`config.mk`:
```
export PLATFORM = sky130hd
export DESIGN_NAME = seg_display_scan_flat
export DESIGN_NICKNAME = d
export VERILOG_FILES = /design/src/rtl/seg_display_scan_if.sv /design/src/rtl/seg_display_scan.sv /design/src/flat_wrapper.sv
export SDC_FILE = /design/constraint.sdc
export NUM_CORES = 1
export LEC_CHECK = 0
export CAP_MARGIN = 20
export CORE_MARGIN = 1.5
export CORE_UTILIZATION = 40
export CTS_CLUSTER_SIZE = 8
export DETAILED_ROUTE_END_ITERATION = 8
export SETUP_SLACK_MARGIN = 0.5
export SYNTH_ARGS = -nofsm -noshare
export SYNTH_HDL_FRONTEND = slang
export SYNTH_SLANG_ARGS = --single-unit
```
`constraint.sdc`:
```
create_clock -name clk -period 4.55 [get_ports clk]
set_input_delay 0.91 -clock clk [delete_from_list [all_inputs] [get_ports clk]]
set_output_delay 0.91 -clock clk [all_outputs]
set_load 0.02 [all_outputs]
```
`src/rtl/seg_display_scan_if.sv`:
```
// Display-path bundle between the CPU write-back producer and the 7-segment scanner.
// The producer (master) drives value/strobe/blanking; the scanner (slave) drives the display pins.
interface seg_display_scan_if;
  logic [31:0] data_in;
  logic        data_valid;
  logic        blank_lead;
  logic [7:0]  an;
  logic [6:0]  seg;
  logic        frame_tick;
  logic [31:0] shown_value;

  modport master (
    output data_in, data_valid, blank_lead,
    input  an, seg, frame_tick, shown_value
  );

  modport slave (
    input  data_in, data_valid, blank_lead,
    output an, seg, frame_tick, shown_value
  );
endinterface

```
`src/rtl/seg_display_scan.sv`:
```
// 8-digit multiplexed active-low hex display scanner; new values double-buffered and swapped at frame boundaries.
// Outputs registered one cycle behind the slot counters; strobes are always accepted (no backpressure, last write wins).
module seg_display_scan #(
  parameter int REFRESH_DIV = 100000,
  parameter int GAP_CYCLES  = 8,
  parameter int CNT_W       = 17
) (
  input logic           clk,
  input logic           clr,
  seg_display_scan_if.slave bus
);

  typedef enum logic {S_GAP, S_ON} state_e;

  state_e           state_q, state_d;
  logic [CNT_W-1:0] div_q, div_d;
  logic [2:0]       idx_q, idx_d;
  logic [31:0]      shadow_q, shadow_d;
  logic             pending_q, pending_d;
  logic [31:0]      disp_q, disp_d;
  logic [7:0]       an_q, an_d;
  logic [6:0]       seg_q, seg_d;
  logic             tick_q, tick_d;

  logic       slot_end;
  logic       boundary;
  logic       lead_zero;
  logic [3:0] nibble;

  function automatic logic [6:0] hex7(input logic [3:0] n);
    case (n)
      4'h0: hex7 = 7'b1000000;
      4'h1: hex7 = 7'b1111001;
      4'h2: hex7 = 7'b0100100;
      4'h3: hex7 = 7'b0110000;
      4'h4: hex7 = 7'b0011001;
      4'h5: hex7 = 7'b0010010;
      4'h6: hex7 = 7'b0000010;
      4'h7: hex7 = 7'b1111000;
      4'h8: hex7 = 7'b0000000;
      4'h9: hex7 = 7'b0010000;
      4'hA: hex7 = 7'b0001000;
      4'hB: hex7 = 7'b0000011;
      4'hC: hex7 = 7'b1000110;
      4'hD: hex7 = 7'b0100001;
      4'hE: hex7 = 7'b0000110;
      default: hex7 = 7'b0001110;
    endcase
  endfunction

  always_comb begin
    state_d   = state_q;
    div_d     = div_q + CNT_W'(1);
    idx_d     = idx_q;
    shadow_d  = shadow_q;
    pending_d = pending_q;
    disp_d    = disp_q;
    an_d      = 8'hFF;
    seg_d     = 7'h7F;

    slot_end  = (div_q == CNT_W'(REFRESH_DIV - 1));
    boundary  = slot_end && (idx_q == 3'd7);
    tick_d    = boundary;
    nibble    = disp_q[{idx_q, 2'b00} +: 4];
    // Digit idx and everything above it is zero: treat the whole slot as a gap.
    lead_zero = bus.blank_lead && (idx_q != 3'd0) && ((disp_q >> {idx_q, 2'b00}) == 32'd0);

    if (slot_end) begin
      div_d = '0;
      idx_d = idx_q + 3'd1;
    end

    case (state_q)
      S_GAP:   if (div_q == CNT_W'(GAP_CYCLES - 1)) state_d = S_ON;
      default: if (slot_end) state_d = S_GAP;
    endcase

    if (state_q == S_ON && !lead_zero) begin
      an_d  = ~(8'b1 << idx_q);
      seg_d = hex7(nibble);
    end

    if (boundary && pending_q) begin
      disp_d    = shadow_q;
      pending_d = 1'b0;
    end
    // A strobe on the boundary cycle lands in the shadow after the old shadow swaps out.
    if (bus.data_valid) begin
      shadow_d  = bus.data_in;
      pending_d = 1'b1;
    end
  end

  always_ff @(posedge clk) begin
    if (clr) begin
      state_q   <= S_GAP;
      div_q     <= '0;
      idx_q     <= 3'd0;
      shadow_q  <= 32'd0;
      pending_q <= 1'b0;
      disp_q    <= 32'd0;
      an_q      <= 8'hFF;
      seg_q     <= 7'h7F;
      tick_q    <= 1'b0;
    end else begin
      state_q   <= state_d;
      div_q     <= div_d;
      idx_q     <= idx_d;
      shadow_q  <= shadow_d;
      pending_q <= pending_d;
      disp_q    <= disp_d;
      an_q      <= an_d;
      seg_q     <= seg_d;
      tick_q    <= tick_d;
    end
  end

  assign bus.an          = an_q;
  assign bus.seg         = seg_q;
  assign bus.frame_tick  = tick_q;
  assign bus.shown_value = disp_q;

endmodule

```
`src/flat_wrapper.sv`:
```
// flat-port wrapper written by rule: the top's interface ports become plain ports
module seg_display_scan_flat 
#(
  parameter int REFRESH_DIV = 100000,
  parameter int GAP_CYCLES  = 8,
  parameter int CNT_W       = 17
)
  (clk, clr, bus_data_in, bus_data_valid, bus_blank_lead, bus_an, bus_seg, bus_frame_tick, bus_shown_value);
  seg_display_scan_if bus_i ();
  input logic clk;
  input logic clr;
  input wire logic [$bits(bus_i.data_in)-1:0] bus_data_in;
  input wire logic [$bits(bus_i.data_valid)-1:0] bus_data_valid;
  input wire logic [$bits(bus_i.blank_lead)-1:0] bus_blank_lead;
  output wire logic [$bits(bus_i.an)-1:0] bus_an;
  output wire logic [$bits(bus_i.seg)-1:0] bus_seg;
  output wire logic [$bits(bus_i.frame_tick)-1:0] bus_frame_tick;
  output wire logic [$bits(bus_i.shown_value)-1:0] bus_shown_value;
  assign bus_i.data_in = bus_data_in;
  assign bus_i.data_valid = bus_data_valid;
  assign bus_i.blank_lead = bus_blank_lead;
  assign bus_an = bus_i.an;
  assign bus_seg = bus_i.seg;
  assign bus_frame_tick = bus_i.frame_tick;
  assign bus_shown_value = bus_i.shown_value;
  seg_display_scan #(.REFRESH_DIV(REFRESH_DIV), .GAP_CYCLES(GAP_CYCLES), .CNT_W(CNT_W)) u_core (.clk(clk), .clr(clr), .bus(bus_i));
endmodule
```
==> flow_summary.toml <==
[finish]
drive_above_1_share = 0.0841
synthToLayoutAreaGrowth_pct = 24.5
nNetsFinal = 602
instances_no_fill = 699
diodes = 0
final_area_mm2 = 0.00554
final.fill_count = 1060

[global_routing]
grt_pass1_wl_mm = 16.7
grt_max_degree = 72
grt_remaining_overflow = 0
grt_pass1_vias = 3197
antenna_found_initial = 0
grt.total_usage = 0.185

[setup_path]
criticalPathCategory = "flip-flop to flip-flop"
cp_slowest_cell = "dfxtp_1"
setup.worst_path.start = "u_core.idx_q[0]"
crit_fanout = 16
worstPathArrival_ns = 3.75
path_cells = "mux4_2 > mux2_2 > inv_1 > ha_1 > nand2_1 > a21oi_1 > o31ai_1 > a2111oi_4 > o2bb2ai_1 > o311ai_1"
cp-start-kind = "flip-flop"
critPathTopFamily = "compound AO/OA/AOI/OAI gates"
rr_startpoint = "u_core.idx_q[0]"
critPathBufInv = 1
crit_required_ns = 4.83
crit_path_end_kind = "flip-flop"
slowest_delay_ns = 0.76

[routing]
viasPerCell = 5.09
drtAntennaViolNets = 0
drtIter0Drc = 248
via_count = 3559
wire_per_inst_um = 15.0
totalWireLength_mm = 10.5
firstDrtPassIters = 4
drc_errors = 0

[placed_design]
placedInstanceArea_mm2 = 0.00536
dp_hpwl_mm = 7.49
portBuffers = 83
gp_congestion = 0.946
dp.cells = 683

[logic_synthesis]
synth-async-reset-ratio = 0
synthDistinctLibCells = 46
synth_ff_type = "dfxtp_1"
synth_nets = 533
yosys-top-cells-area = "dfxtp_1, mux2i_1, nand2_1, nor2_1, mux4_2"
synth.top_cell.area_share = 0.459
yosysWarnings = 0
synth-seq-area-share = 0.459
synth_area_leader_cell = "dfxtp_1"
synth_cells = 485
ys_ff_latch = 102
syn_avg_cell_area_um2 = 9.18
synth_edf_count = 0
synth_area_mm2 = 0.00445

[timing]
whs_ns = 0.456
drv_slew = 0
finalSetupTns_ns = 0
slew_headroom = 0.279
hold_viol_final = 0
skew_ns = 0.0139
finalCritPeriodShare = 0.763
min_period_ns = 3.47
rsz0062_at_grt = "false"
tightest_slew_ns = 1.08
fmax_ghz = 0.288
setup_viol = 0

[floorplan]
core_mm2 = 0.0108
start_util = 0.411
die_h_um = 108
io_pins = 84
dieArea_mm2 = 0.0118
num_rows = 38
die_w_um = 108

[clocking]
cts_buffer_depth = 2
cts-resized-gates = 0
cts_setup_buffers = 0
cts.sinks = 102
htreeDepth = 3
hold_buffers = 0
cts-buffers-inserted = 9
cts-root-buf = "clkbuf_8"
clk_pin_slew_ns = 0.11
tritoncts = "built"
worstSkewPairLatency_ns = 0.38

[run_status]
status = "finished clean"

[pwr]
power.density_mw_per_mm2 = 278
p_leak_nw = 2.07
power.total_mw = 1.54
peakVddDrop_mv = 0.120

[flow_run]
max-cap-violations = 0

[worst_hold_path]
min_from = "u_core.shadow_q[2]"
holdCritPathClass = "flip-flop to flip-flop"
==> cells by family (layout without fill, tap and decap cells) <==
group           Yosys count  after routing  share of synthesized area
mux                      50             50                      0.141
compound gates           59             59                     0.0880
flops                   102            102                      0.459
buf+inv                  38            112                     0.0396
simple gates            208            208                      0.207
fa+ha+maj                12             12                     0.0337
xor+xnor                 16             16                     0.0315
==> layout by cell type (no fill, tap or decap), types with 2 or more instances in the layout <==
cell type | synthesis | final
xnor2_1 | 6 | 6
nor3_1 | 10 | 10
ha_1 | 12 | 12
mux4_2 | 9 | 9
dfxtp_1 | 102 | 102
nand2_1 | 89 | 89
nor2_1 | 65 | 65
o21ai_0 | 2 | 2
mux2i_1 | 38 | 38
clkdlybuf4s50_1 | 0 | 81
nand3_1 | 10 | 10
inv_6 | 0 | 2
xor2_1 | 10 | 10
nand3_2 | 2 | 2
inv_1 | 6 | 6
nand4_1 | 4 | 4
nor3b_1 | 3 | 3
and3_1 | 3 | 3
o221ai_2 | 3 | 3
clkinv_4 | 0 | 2
a21oi_1 | 39 | 39
buf_2 | 6 | 2
inv_2 | 2 | 2
clkbuf_8 | 0 | 9
a211oi_1 | 2 | 2
nor4_1 | 12 | 12
mux2_2 | 2 | 2
o22ai_1 | 3 | 3
buf_4 | 3 | 4
nand2b_1 | 3 | 3
==> synth_stat cells, types with 2 or more instances <==
cell type / count
buf_6: 2
a211oi_1: 2
o21ai_0: 2
nor2_1: 65
nand3_1: 10
nor4_1: 12
inv_2: 2
o22ai_1: 3
xor2_1: 10
mux2_2: 2
dfxtp_1: 102
mux4_2: 9
mux2i_1: 38
a21oi_1: 39
xnor2_1: 6
inv_1: 6
buf_4: 3
clkbuf_1: 19
nand2_1: 89
nand4_1: 4
ha_1: 12
nand2b_1: 3
o221ai_2: 3
nor3b_1: 3
nand3_2: 2
nor3_1: 10
and3_1: 3
buf_2: 6
==> report_power, final <==
| group | switching [mW] | internal [mW] |
|---|---|---|
| registers | 0.0110 | 0.912 |
| logic | 0.0365 | 0.0472 |
| clock network | 0.326 | 0.209 |
| total | 0.374 | 1.17 |
==> flip-flops by register name, indices dropped and copies added, names as in the netlist <==
name                    count
u_core.bus.shown_value     32
u_core.bus.seg              7
u_core.shadow_q            32
u_core.state_q              1
u_core.pending_q            1
u_core.bus.frame_tick       1
u_core.div_q               17
u_core.idx_q                3
u_core.bus.an               8
==> tightest hold or removal path, delay by kind of cell, from the launching register on <==
kind	cells	cell delay [ns]
compound gates	1	0.05
flops	1	0.32
simple gates	1	0.05
==> final timing paths <==
| kind | end | slack (ns) | cells after the start |
|---|---|---|---|
| hold / removal | u_core.bus.shown_value[2] | 0.46 | 2 |
| setup / recovery | u_core.bus.seg[2] | 1.08 | 10 |
| setup reg to reg | u_core.bus.seg[2] | 1.08 | 10 |
| hold reg to reg | u_core.bus.shown_value[2] | 0.46 | 2 |
==> layer usage <==
layer | GRT usage | share of wire
met1 | 0.256 | 0.48
met2 | 0.288 | 0.46
met3 | 0.0356 | 0.045
met4 | 0.0648 | 0.014
met5 | 0 | 0
==> area by class of cell <==
class,count,area (um^2),area share
clock buffer,10,128,0.0230
clock inverter,6,53.8,0.00971
inverter,8,30.0,0.00542
multi-input combinational,345,2230,0.403
sequential,102,2040,0.369
tap,140,175,0.0316
timing repair buffer,88,878,0.159
==> stage by stage <==
| step | worst slack, ns | utilization |
|---|---|---|
| final | 1.08 | 0.511 |
| after global routing | 0.787 | 0.511 |
| after CTS | 1.09 | 0.511 |
| after detailed placement | 1.13 | 0.494 |
| after global placement | 1.25 | 0.492 |
| after floorplan | 1.63 | - |
Power figures use the tool's default switching activity.
